[src/rtl/agex_stage_pkg.sv]
// Shared widths, opcode enumeration and latch layouts for the execute/address-generation stage.
package agex_stage_pkg;
  localparam int DBITS     = 32;
  localparam int MUL_STEPS = 32;
  localparam int IOPBITS   = 6;

  localparam int FROM_AGEX_TO_DE_WIDTH = 1;
  localparam int FROM_AGEX_TO_FE_WIDTH = 1 + DBITS;

  typedef enum logic [IOPBITS-1:0] {
    INVALID_I, ADD_I, SUB_I, AND_I, OR_I, XOR_I, SLT_I, SLTU_I, SLL_I, SRL_I, SRA_I,
    ADDI_I, ANDI_I, ORI_I, XORI_I, SLTI_I, SLTIU_I, SLLI_I, SRLI_I, SRAI_I,
    LUI_I, AUIPC_I, LW_I, SW_I, JAL_I, JALR_I,
    BEQ_I, BNE_I, BLT_I, BGE_I, BLTU_I, BGEU_I,
    CSRR_I, CSRW_I, MUL_I
  } op_i_e;

  typedef struct packed {
    logic [31:0]        inst;
    logic [DBITS-1:0]   pc;
    logic [DBITS-1:0]   pcplus;
    logic [IOPBITS-1:0] op_i;
    logic [31:0]        inst_count;
    logic [DBITS-1:0]   rs1_val;
    logic [DBITS-1:0]   rs2_val;
    logic [4:0]         rd;
    logic [DBITS-1:0]   sxt_imm;
    logic [31:0]        bus_canary;
  } de_latch_t;

  typedef struct packed {
    logic [31:0]        inst;
    logic [DBITS-1:0]   pc;
    logic [IOPBITS-1:0] op_i;
    logic [31:0]        inst_count;
    logic [DBITS-1:0]   result;
    logic [DBITS-1:0]   st_data;
    logic [4:0]         rd;
    logic               wr_reg;
    logic [31:0]        bus_canary;
  } agex_latch_t;

  localparam int DE_LATCH_WIDTH   = $bits(de_latch_t);
  localparam int AGEX_LATCH_WIDTH = $bits(agex_latch_t);

  // Ops whose operand B (and shift amount) comes from sxt_imm rather than rs2.
  function automatic logic uses_imm(op_i_e op);
    return op inside {ADDI_I, ANDI_I, ORI_I, XORI_I, SLTI_I, SLTIU_I, SLLI_I, SRLI_I,
                      SRAI_I, LW_I, SW_I, JALR_I};
  endfunction
endpackage

[src/rtl/agex_mul_iter.sv]
// Radix-2 shift-add multiplier; one partial product per cycle, low word of the product.
module agex_mul_iter
  import agex_stage_pkg::*;
#(
  parameter int W     = DBITS,
  parameter int STEPS = MUL_STEPS
) (
  input  logic         clk,
  input  logic         reset,
  input  logic         start,
  input  logic [W-1:0] a,
  input  logic [W-1:0] b,
  output logic         busy,
  output logic         done,
  output logic [W-1:0] product
);
  localparam int CW = $clog2(STEPS);
  localparam logic [CW-1:0] LAST = CW'(STEPS - 1);

  typedef enum logic {S_IDLE, S_BUSY} state_e;

  state_e        state_q, state_d;
  logic [W-1:0]  mcand_q, mcand_d;
  logic [W-1:0]  mplier_q, mplier_d;
  logic [W-1:0]  acc_q, acc_d;
  logic [CW-1:0] cnt_q, cnt_d;
  logic [W-1:0]  acc_next;

  always_comb begin
    acc_next = mplier_q[0] ? acc_q + mcand_q : acc_q;
    state_d  = state_q;
    mcand_d  = mcand_q;
    mplier_d = mplier_q;
    acc_d    = acc_q;
    cnt_d    = cnt_q;
    case (state_q)
      S_IDLE: begin
        if (start) begin
          mcand_d  = a;
          mplier_d = b;
          acc_d    = '0;
          cnt_d    = '0;
          state_d  = S_BUSY;
        end
      end
      S_BUSY: begin
        acc_d    = acc_next;
        mcand_d  = mcand_q << 1;
        mplier_d = mplier_q >> 1;
        cnt_d    = cnt_q + 1'b1;
        if (cnt_q == LAST) begin
          cnt_d   = '0;
          state_d = S_IDLE;
        end
      end
      default: state_d = S_IDLE;
    endcase
  end

  always_ff @(posedge clk) begin
    if (reset) begin
      state_q  <= S_IDLE;
      mcand_q  <= '0;
      mplier_q <= '0;
      acc_q    <= '0;
      cnt_q    <= '0;
    end else begin
      state_q  <= state_d;
      mcand_q  <= mcand_d;
      mplier_q <= mplier_d;
      acc_q    <= acc_d;
      cnt_q    <= cnt_d;
    end
  end

  assign busy    = (state_q == S_BUSY);
  assign done    = busy && (cnt_q == LAST);
  // Final step's accumulation goes straight to the latch, saving a cycle.
  assign product = acc_next;
endmodule

[src/rtl/agex_stage.sv]
// Execute/address-generation stage: ALU, branch resolution, redirect to fetch, iterative MUL.
module agex_stage
  import agex_stage_pkg::*;
(
  input  logic                             clk,
  input  logic                             reset,
  input  logic [DE_LATCH_WIDTH-1:0]        from_DE_latch,
  output logic [FROM_AGEX_TO_DE_WIDTH-1:0] from_AGEX_to_DE,
  output logic [FROM_AGEX_TO_FE_WIDTH-1:0] from_AGEX_to_FE,
  output logic [AGEX_LATCH_WIDTH-1:0]      AGEX_latch_out
);
  de_latch_t   de;
  op_i_e       op;
  logic        valid, is_mul, known, taken, redirect;
  logic [DBITS-1:0] opb, sum, alu_result, target;
  logic [4:0]  shamt;
  logic        alu_wr;
  agex_latch_t alu_word, mul_word;
  agex_latch_t latch_q, latch_d;
  agex_latch_t hold_q, hold_d;
  logic        mul_start, mul_busy, mul_done;
  logic [DBITS-1:0] mul_product;

  assign de     = from_DE_latch;
  assign op     = op_i_e'(de.op_i);
  assign valid  = (de.inst != 32'd0);
  assign is_mul = valid && (op == MUL_I);

  always_comb begin
    opb        = uses_imm(op) ? de.sxt_imm : de.rs2_val;
    shamt      = uses_imm(op) ? de.sxt_imm[4:0] : de.rs2_val[4:0];
    sum        = de.rs1_val + opb;
    target     = de.pc + de.sxt_imm;
    alu_result = '0;
    alu_wr     = 1'b0;
    taken      = 1'b0;
    known      = 1'b1;
    case (op)
      ADD_I, ADDI_I:   begin alu_result = sum;                     alu_wr = 1'b1; end
      SUB_I:           begin alu_result = de.rs1_val - de.rs2_val; alu_wr = 1'b1; end
      AND_I, ANDI_I:   begin alu_result = de.rs1_val & opb;        alu_wr = 1'b1; end
      OR_I, ORI_I:     begin alu_result = de.rs1_val | opb;        alu_wr = 1'b1; end
      XOR_I, XORI_I:   begin alu_result = de.rs1_val ^ opb;        alu_wr = 1'b1; end
      SLT_I, SLTI_I: begin
        alu_result = {{(DBITS-1){1'b0}}, $signed(de.rs1_val) < $signed(opb)};
        alu_wr     = 1'b1;
      end
      SLTU_I, SLTIU_I: begin
        alu_result = {{(DBITS-1){1'b0}}, de.rs1_val < opb};
        alu_wr     = 1'b1;
      end
      SLL_I, SLLI_I:   begin alu_result = de.rs1_val << shamt;     alu_wr = 1'b1; end
      SRL_I, SRLI_I:   begin alu_result = de.rs1_val >> shamt;     alu_wr = 1'b1; end
      SRA_I, SRAI_I:   begin alu_result = $signed(de.rs1_val) >>> shamt; alu_wr = 1'b1; end
      LUI_I:           begin alu_result = de.sxt_imm;              alu_wr = 1'b1; end
      AUIPC_I:         begin alu_result = target;                  alu_wr = 1'b1; end
      LW_I:            begin alu_result = sum;                     alu_wr = 1'b1; end
      SW_I:            alu_result = sum;
      JAL_I:           begin alu_result = de.pcplus; alu_wr = 1'b1; taken = 1'b1; end
      JALR_I: begin
        alu_result = de.pcplus;
        alu_wr     = 1'b1;
        taken      = 1'b1;
        target     = {sum[DBITS-1:1], 1'b0};
      end
      BEQ_I:  taken = (de.rs1_val == de.rs2_val);
      BNE_I:  taken = (de.rs1_val != de.rs2_val);
      BLT_I:  taken = ($signed(de.rs1_val) < $signed(de.rs2_val));
      BGE_I:  taken = ($signed(de.rs1_val) >= $signed(de.rs2_val));
      BLTU_I: taken = (de.rs1_val < de.rs2_val);
      BGEU_I: taken = (de.rs1_val >= de.rs2_val);
      CSRR_I: begin alu_result = de.rs1_val; alu_wr = 1'b1; end
      CSRW_I: alu_result = de.rs1_val;
      MUL_I:  alu_wr = 1'b1;
      default: known = 1'b0;
    endcase
  end

  always_comb begin
    alu_word            = '0;
    alu_word.inst       = de.inst;
    alu_word.pc         = de.pc;
    alu_word.op_i       = de.op_i;
    alu_word.inst_count = de.inst_count;
    alu_word.result     = alu_result;
    alu_word.st_data    = de.rs2_val;
    alu_word.rd         = de.rd;
    alu_word.wr_reg     = alu_wr && (de.rd != 5'd0);
    alu_word.bus_canary = de.bus_canary;
  end

  assign mul_start = is_mul && !mul_busy;

  agex_mul_iter #(.W(DBITS), .STEPS(MUL_STEPS)) u_mul (
    .clk     (clk),
    .reset   (reset),
    .start   (mul_start),
    .a       (de.rs1_val),
    .b       (de.rs2_val),
    .busy    (mul_busy),
    .done    (mul_done),
    .product (mul_product)
  );

  // MUL's latch fields are parked here until the product is ready.
  always_comb begin
    hold_d          = mul_start ? alu_word : hold_q;
    mul_word        = hold_q;
    mul_word.result = mul_product;
    if (mul_busy)
      latch_d = mul_done ? mul_word : '0;
    else if (!valid || !known || is_mul)
      latch_d = '0;
    else
      latch_d = alu_word;
  end

  always_ff @(posedge clk) begin
    if (reset) begin
      latch_q <= '0;
      hold_q  <= '0;
    end else begin
      latch_q <= latch_d;
      hold_q  <= hold_d;
    end
  end

  assign redirect        = !reset && valid && known && taken && !mul_busy;
  assign from_AGEX_to_FE = redirect ? {1'b1, target} : '0;
  assign from_AGEX_to_DE = !reset && (is_mul || mul_busy);
  assign AGEX_latch_out  = latch_q;
endmodule

[config.mk]
export PLATFORM = sky130hd
export DESIGN_NAME = agex_stage
export DESIGN_NICKNAME = d
export VERILOG_FILES = /design/src/rtl/agex_stage_pkg.sv /design/src/rtl/agex_mul_iter.sv /design/src/rtl/agex_stage.sv
export SDC_FILE = /design/constraint.sdc
export NUM_CORES = 2
export LEC_CHECK = 0
export BUFFER_PORTS_ARGS = -buffer_cell sky130_fd_sc_hd__buf_4
export CAP_MARGIN = 10
export CORE_UTILIZATION = 40
export CTS_BUF_LIST = sky130_fd_sc_hd__clkbuf_8
export DETAILED_ROUTE_END_ITERATION = 10
export PLACE_DENSITY = 0.63
export SYNTH_ARGS = -nofsm -noshare
export SYNTH_HDL_FRONTEND = slang
export SYNTH_SLANG_ARGS = --single-unit
[constraint.sdc]
create_clock -name clk -period 9 [get_ports clk]
set_input_delay 0.9 -clock clk [delete_from_list [all_inputs] [get_ports clk]]
set_output_delay 0.9 -clock clk [all_outputs]
set_load 0.02 [all_outputs]
==> Word level (Yosys, flattened, before mapping) <==
Index checks and enable logic that the tools add are counted.
{ "totals": {"register_bits": 478, "in_bits": 269, "out_inout_bits": 238, "wordCells": 134} }
{ "op_classes": {"add_sub_neg": 5, "n_lt_le_gt_ge": 6, "n_eq_ne": 38, "shifts": 3, "n_mux": 24, "bitwise": 4, "reduce_logical": 32} }
{ "op_table": {"columns": ["cell", "n"], "rows": [
  ["$mux W204", 3],
  ["$pmux W32 S14", 1],
  ["$mux W32", 6],
  ["$pmux W32 S2", 3],
  ["$lt A32 B32 Y1", 4],
  ["$add A32 B32 Y32", 3],
  ["$eq A6 B5 Y1 const B", 16],
  ["$ge A32 B32 Y1", 2],
  ["$eq A6 B4 Y1 const B", 8],
  ["$reduce_or A34 Y1", 1],
  ["$mux W33", 1],
  ["$and A32 B32 Y32", 1],
  ["$eq A32 B32 Y1", 1],
  ["$ne A32 B32 Y1", 1],
  ["$or A32 B32 Y32", 1],
  ["$reduce_bool A32 Y1", 1],
  ["$shl A32 B5 Y32", 1],
  ["$shr A32 B5 Y32", 1],
  ["$sshr A32 B5 Y32", 1],
  ["$sub A32 B32 Y32", 1],
  ["$xor A32 B32 Y32", 1],
  ["$reduce_or A26 Y1", 1],
  ["$eq A6 B3 Y1 const B", 4],
  ["$reduce_or A2 Y1", 10],
  ["other kinds (18)", 39]
]} }

==> Logic depth before layout (Yosys ltp) <==
{ "logic_depth": {"word_depth": 8, "mapped_depth": 23, "depth_no_buf": 17} }

==> Modules after synthesis <==
A second synthesis with hierarchy kept.
{ "hier_totals": {"cells_unflattened": 4178, "area_unflattened_um2": 32115.8} }
{ "modules_own_cells": {"columns": ["module", "n_inst", "cells_per_inst", "area_per_inst_um2", "seq_area_each_um2"], "rows": [
  ["agex_stage", 1, 3383, 25768.5, 7527.2],
  ["agex_mul_iter", 1, 795, 6347.3, 2042.0]
]} }

==> Least setup slack after synthesis <==
OpenSTA, ideal clock, no wires.
{ "synth_path": {"kind": "input -> output", "startpoint": "in from_DE_latch[166]", "endpoint": "out from_AGEX_to_FE[28]", "arrival_ns": 5.292, "t_required_ns": 8.100, "slack_ns": 2.808, "cell_stages": 20, "n_path_buf": 4, "cell_sequence": "nand2b_1 > and4_1 > buf_6 > nor2_8 > buf_1 > buf_1 > mux2_2 > ha_1 > clkbuf_1 > a21oi_1 > o21bai_1 > o41ai_1 > o22a_1 > a31oi_1 > a31o_2 > a21o_1 > a21oi_1 > xnor2_1 > nand2_1 > a21oi_1"} }
{ "synth_between": {"elab_chain_len": 7, "elab_cells_between_ends": 46, "cone_classes": "add/sub: 1; eq/ne: 34; mux: 5; reduce/logical: 6"} }
{ "synth_rtl": {"columns": ["element", "line", "text"], "rows": [
  ["from (decl)", "agex_stage.sv:7", "input logic [DE_LATCH_WIDTH-1:0] from_DE_latch,"],
  ["branches (longest 6 deep; another with $add A32 B32 Y32)", null, null],
  ["$mux W33 *", "agex_stage.sv:129", "assign from_AGEX_to_FE = redirect ? {1'b1, target} : '0;"],
  ["to (decl)", "agex_stage.sv:9", "output logic [FROM_AGEX_TO_FE_WIDTH-1:0] from_AGEX_to_FE,"]
]} }
Every way passes the cells marked *.

==> Final worst setup path <==
{ "layout_path": {"startpoint": "in from_DE_latch[166]", "endpoint": "out from_AGEX_to_FE[29]"} }
The elaborated chain is that of the path after synthesis.

==> insert_results.sql <==
INSERT INTO impl_metrics (metric_group, metric, value, unit) VALUES
('run_status', 'status', 'complete, no violations', ''),
('drt', 'routed-via-count', '34800', ''),
('yosys', 'seq_area_frac_synth', '30.5', '%'),
('cts', 'worst_skew_pair.late_latency', '730', 'ps'),
('drt', 'wirelength', '159000', 'um'),
('yosys', 'synth.largest_area_cell', 'sky130_fd_sc_hd__dfxtp_1', ''),
('timing', 'setup_repair_after_global_routing_missed_its_margin', 'false', ''),
('grt', 'grt_start_max_net_pins', '184', ''),
('place', 'gpl_congestion', '1.07', ''),
('setup_path', 'worst_r2r_startpoint', 'u_mul.acc_q[0]', ''),
('job', 'max_cap_violation_count', '0', ''),
('timing', 'finalSetupViolations', '0', ''),
('floorplan', 'floorplan.die_area', '0.0795', 'mm2'),
('timing', 'holdWs', '433', 'ps'),
('grt', 'number_of_global_route_vias_before_repair', '31200', ''),
('timing', 'total_count_of_max_transition_violations_in_the_final_report', '0', ''),
('timing', 'timing.final.crit_period', '7560', 'ps'),
('yosys', 'yosys.area.top_type_share', '30.5', '%'),
('setup_path', 'reg2reg_to', 'AGEX_latch_out[84]', ''),
('floorplan', 'placeableCoreArea', '0.0775', 'mm2'),
('timing', 'max_clock_freq', '0.132', 'GHz'),
('floorplan', 'boundaryPins', '507', ''),
('drt', 'first_iter_violations', '4426', ''),
('yosys', 'ys_seq_elements', '478', ''),
('drt', 'detailedRoute.firstPassIterationCount', '11', ''),
('drt', 'route.detailed.vias_per_inst', '6.12', ''),
('power_and_ir_drop', 'power.density_cell_area', '156', 'mW/mm2'),
('drt', 'wl_met1', '64000', 'um'),
('timing', 'post-route-period-util', '84.0', '%'),
('yosys', 'synth-main-ff-cell', 'sky130_fd_sc_hd__dfxtp_1', ''),
('setup_path', 'endpoint_kind', 'primary output', ''),
('drt', 'remaining_drc_errors', '0', ''),
('yosys', 'ys.warnings.count', '0', ''),
('drt', 'detail-route-antenna-nets', '0', ''),
('cts', 'number_of_buffers_added_by_the_clock_tree_synthesis_step', '83', ''),
('drt', 'top_layer_used', 'met5', ''),
('floorplan', 'placementRows', '102', ''),
('timing', 'fin_skew', '56.6', 'ps'),
('setup_path', 'critical_path_arrival', '6660', 'ps'),
('grt', 'total_global_routing_track_utilization', '38.1', '%'),
('cts', 'cts_num_sinks', '478', ''),
('setup_path', 'timing.critical_path.from_type', 'input port', ''),
('place', 'dp_hpwl', '120000', 'um'),
('yosys', 'post_synthesis_net_count', '4715', ''),
('yosys', 'unique_cell_type_count_in_the_yosys_netlist', '102', ''),
('worst_hold_path', 'hold_depth', '3', ''),
('drt', 'routed-wl-met2', '67900', 'um'),
('worst_hold_path', 'worstHoldEndpoint', 'AGEX_latch_out[131]', ''),
('floorplan', 'starting_utilization_of_the_core_area', '40.5', '%'),
('grt', 'grt_overflow', '0', ''),
('setup_path', 'worst-setup-path-type', 'input port to primary output', ''),
('place', 'pre_cts_ws', '1680', 'ps'),
('cts', 'clock_tree_from_tritoncts', 'built', ''),
('grt', 'grt_antenna_before_repair', '17', ''),
('power_and_ir_drop', 'cellLeakagePower', '15.7', 'nW'),
('cts', 'cts.htree.levels', '3', ''),
('yosys', 'synthesis.instances', '4256', ''),
('cts', 'cts_hold_repair.buffers', '0', ''),
('yosys', 'post_synth_main_area_contributors', 'sky130_fd_sc_hd__dfxtp_1, sky130_fd_sc_hd__a21oi_1, sky130_fd_sc_hd__ha_1', ''),
('yosys', 'synth_enable_flop_cells', '0', ''),
('cts', 'postCtsResizedCells', '0', ''),
('timing', 'timing.final.ws_setup', '1440', 'ps'),
('floorplan', 'dieHeight', '282', 'um'),
('setup_path', 'path_max_fanout', '35', ''),
('cts', 'cts_post_setup_buffers_inserted', '0', ''),
('timing', 'final.setup.tns', '0', 'ps'),
('cts', 'clockRootBuffer', 'sky130_fd_sc_hd__clkbuf_8', ''),
('place', 'io_buffers', '506', ''),
('final_layout', 'syn_to_final_growth', '18.9', '%'),
('yosys', 'synthArstFlopShare', '0', '%'),
('yosys', 'mappedNetlistArea', '0.0314', 'mm2');
[flip-flops by register name, summed over array words and instances (netlist names)]
name	count
u_mul.busy	1
AGEX_latch_out	204
u_mul.cnt_q	5
u_mul.mcand_q	32
hold_q	172
u_mul.mplier_q	32
u_mul.acc_q	32
[cell families (layout without fill, tap and decap cells)]
family                     Yosys count  count (layout)  synth area share [%]
other                                0               9                     0
DFF                                478             478                  30.5
buffers and inverters              455             834                  5.96
AOI/OAI and AO/OA                 1413            1413                  28.9
muxes                               88              88                  3.08
xor gates and xnor gates           109             109                  3.04
and+or+nand+nor                   1523            1523                  20.8
adders and majority gates          190             190                  7.68
[worst max-delay path by stage]
stage                                endpoint          startpoint  slack [ps]  cells after the start
final                     from_AGEX_to_FE[29]  from_DE_latch[166]        1440                     20
after global routing      from_AGEX_to_FE[31]  from_DE_latch[167]        1280                     20
after floorplan           from_AGEX_to_FE[28]  from_DE_latch[166]        2810                     20
after CTS                 from_AGEX_to_FE[29]  from_DE_latch[166]        1640                     20
after detailed placement  from_AGEX_to_FE[29]  from_DE_latch[166]        1680                     20
after global placement    from_AGEX_to_FE[29]  from_DE_latch[166]        1730                     20
[power breakdown]
part | switching [W] | internal [W] | total, W | leakage [nW]
sequential | 0.0000193 | 0.00216 | 0.00218 | 3.88
combinational | 0.00108 | 0.000533 | 0.00162 | 10.8
clock | 0.000974 | 0.00102 | 0.00200 | 0.922
total | 0.00208 | 0.00372 | 0.00580 | 15.7
[layer usage]
metal	GRT usage (%)	up-vias
li1	-	15900
met1	49.1	16500
met2	56.0	1910
met3	11.0	431
met4	23.1	12
met5	0	-
[synth_stat cells, drive strengths merged (32+ instances only)]
cell / count
a211oi: 51
a21o: 65
a21oi: 539
a221oi: 42
a22oi: 202
a31oi: 33
and3: 32
buf: 89
clkbuf: 230
dfxtp: 478
ha: 186
inv: 135
mux2: 43
mux2i: 43
nand2: 530
nand2b: 33
nand3: 151
nor2: 588
nor3: 77
o211ai: 62
o21ai: 201
xnor2: 78
[cell usage in the layout (no fill, tap or decap), drive strengths merged, types with 24 or more instances in the layout]
cell | synthesis | routed
buf | 89 | 560
clkbuf | 230 | 101
xnor2 | 78 | 78
o21ai | 201 | 201
xor2 | 31 | 31
dfxtp | 478 | 478
nor2 | 588 | 588
a221oi | 42 | 42
a21oi | 539 | 539
nand2b | 33 | 33
a222oi | 24 | 24
inv | 135 | 166
nand4 | 25 | 25
nor3 | 77 | 77
a31oi | 33 | 33
mux2 | 43 | 43
o22ai | 30 | 30
and3 | 32 | 32
nand2 | 530 | 530
ha | 186 | 186
a22oi | 202 | 202
o211ai | 62 | 62
a21o | 65 | 65
nand3 | 151 | 151
a211oi | 51 | 51
mux2i | 43 | 43
[critical path, stage by stage]
cell and delay [ps]:
sky130_fd_sc_hd__buf_4 190, sky130_fd_sc_hd__nand2b_1 260, sky130_fd_sc_hd__and4_1 390, sky130_fd_sc_hd__nor2_8 700, sky130_fd_sc_hd__mux2i_4 330, sky130_fd_sc_hd__buf_4 290, sky130_fd_sc_hd__inv_2 80, sky130_fd_sc_hd__ha_1 350
sky130_fd_sc_hd__a21oi_1 110, sky130_fd_sc_hd__a21oi_1 170, sky130_fd_sc_hd__o21ai_0 200, sky130_fd_sc_hd__a2111oi_2 760, sky130_fd_sc_hd__o211ai_1 340, sky130_fd_sc_hd__a211oi_1 380, sky130_fd_sc_hd__or3_1 170, sky130_fd_sc_hd__xnor2_1 160
sky130_fd_sc_hd__nor2_1 60, sky130_fd_sc_hd__a21oi_1 480, sky130_fd_sc_hd__nor2_1 90, sky130_fd_sc_hd__buf_4 180
[layout make-up]
class | instances | area, um2
clock inverters | 37 | 224
fillers | 7920 | 40200
repair buffers | 560 | 4250
clock buffers | 101 | 1390
diodes | 9 | 22.5
multi-input cells | 3323 | 20000
inverters | 136 | 513
flip-flops and latches | 478 | 9570
well taps | 1040 | 1300
[through the flow]
step	cell area, um2	total power (W)	std cells
2_1_floorplan	31400	0.00313	4256
3_3_place_gp	35600	0.00380	5537
3_5_place_dp	35600	0.00378	5537
4_1_cts	37300	0.00578	5675
5_1_grt	37300	0.00600	5680
6_report	37300	0.00580	5684
No activity file was read; power rests on OpenSTA's default activity.
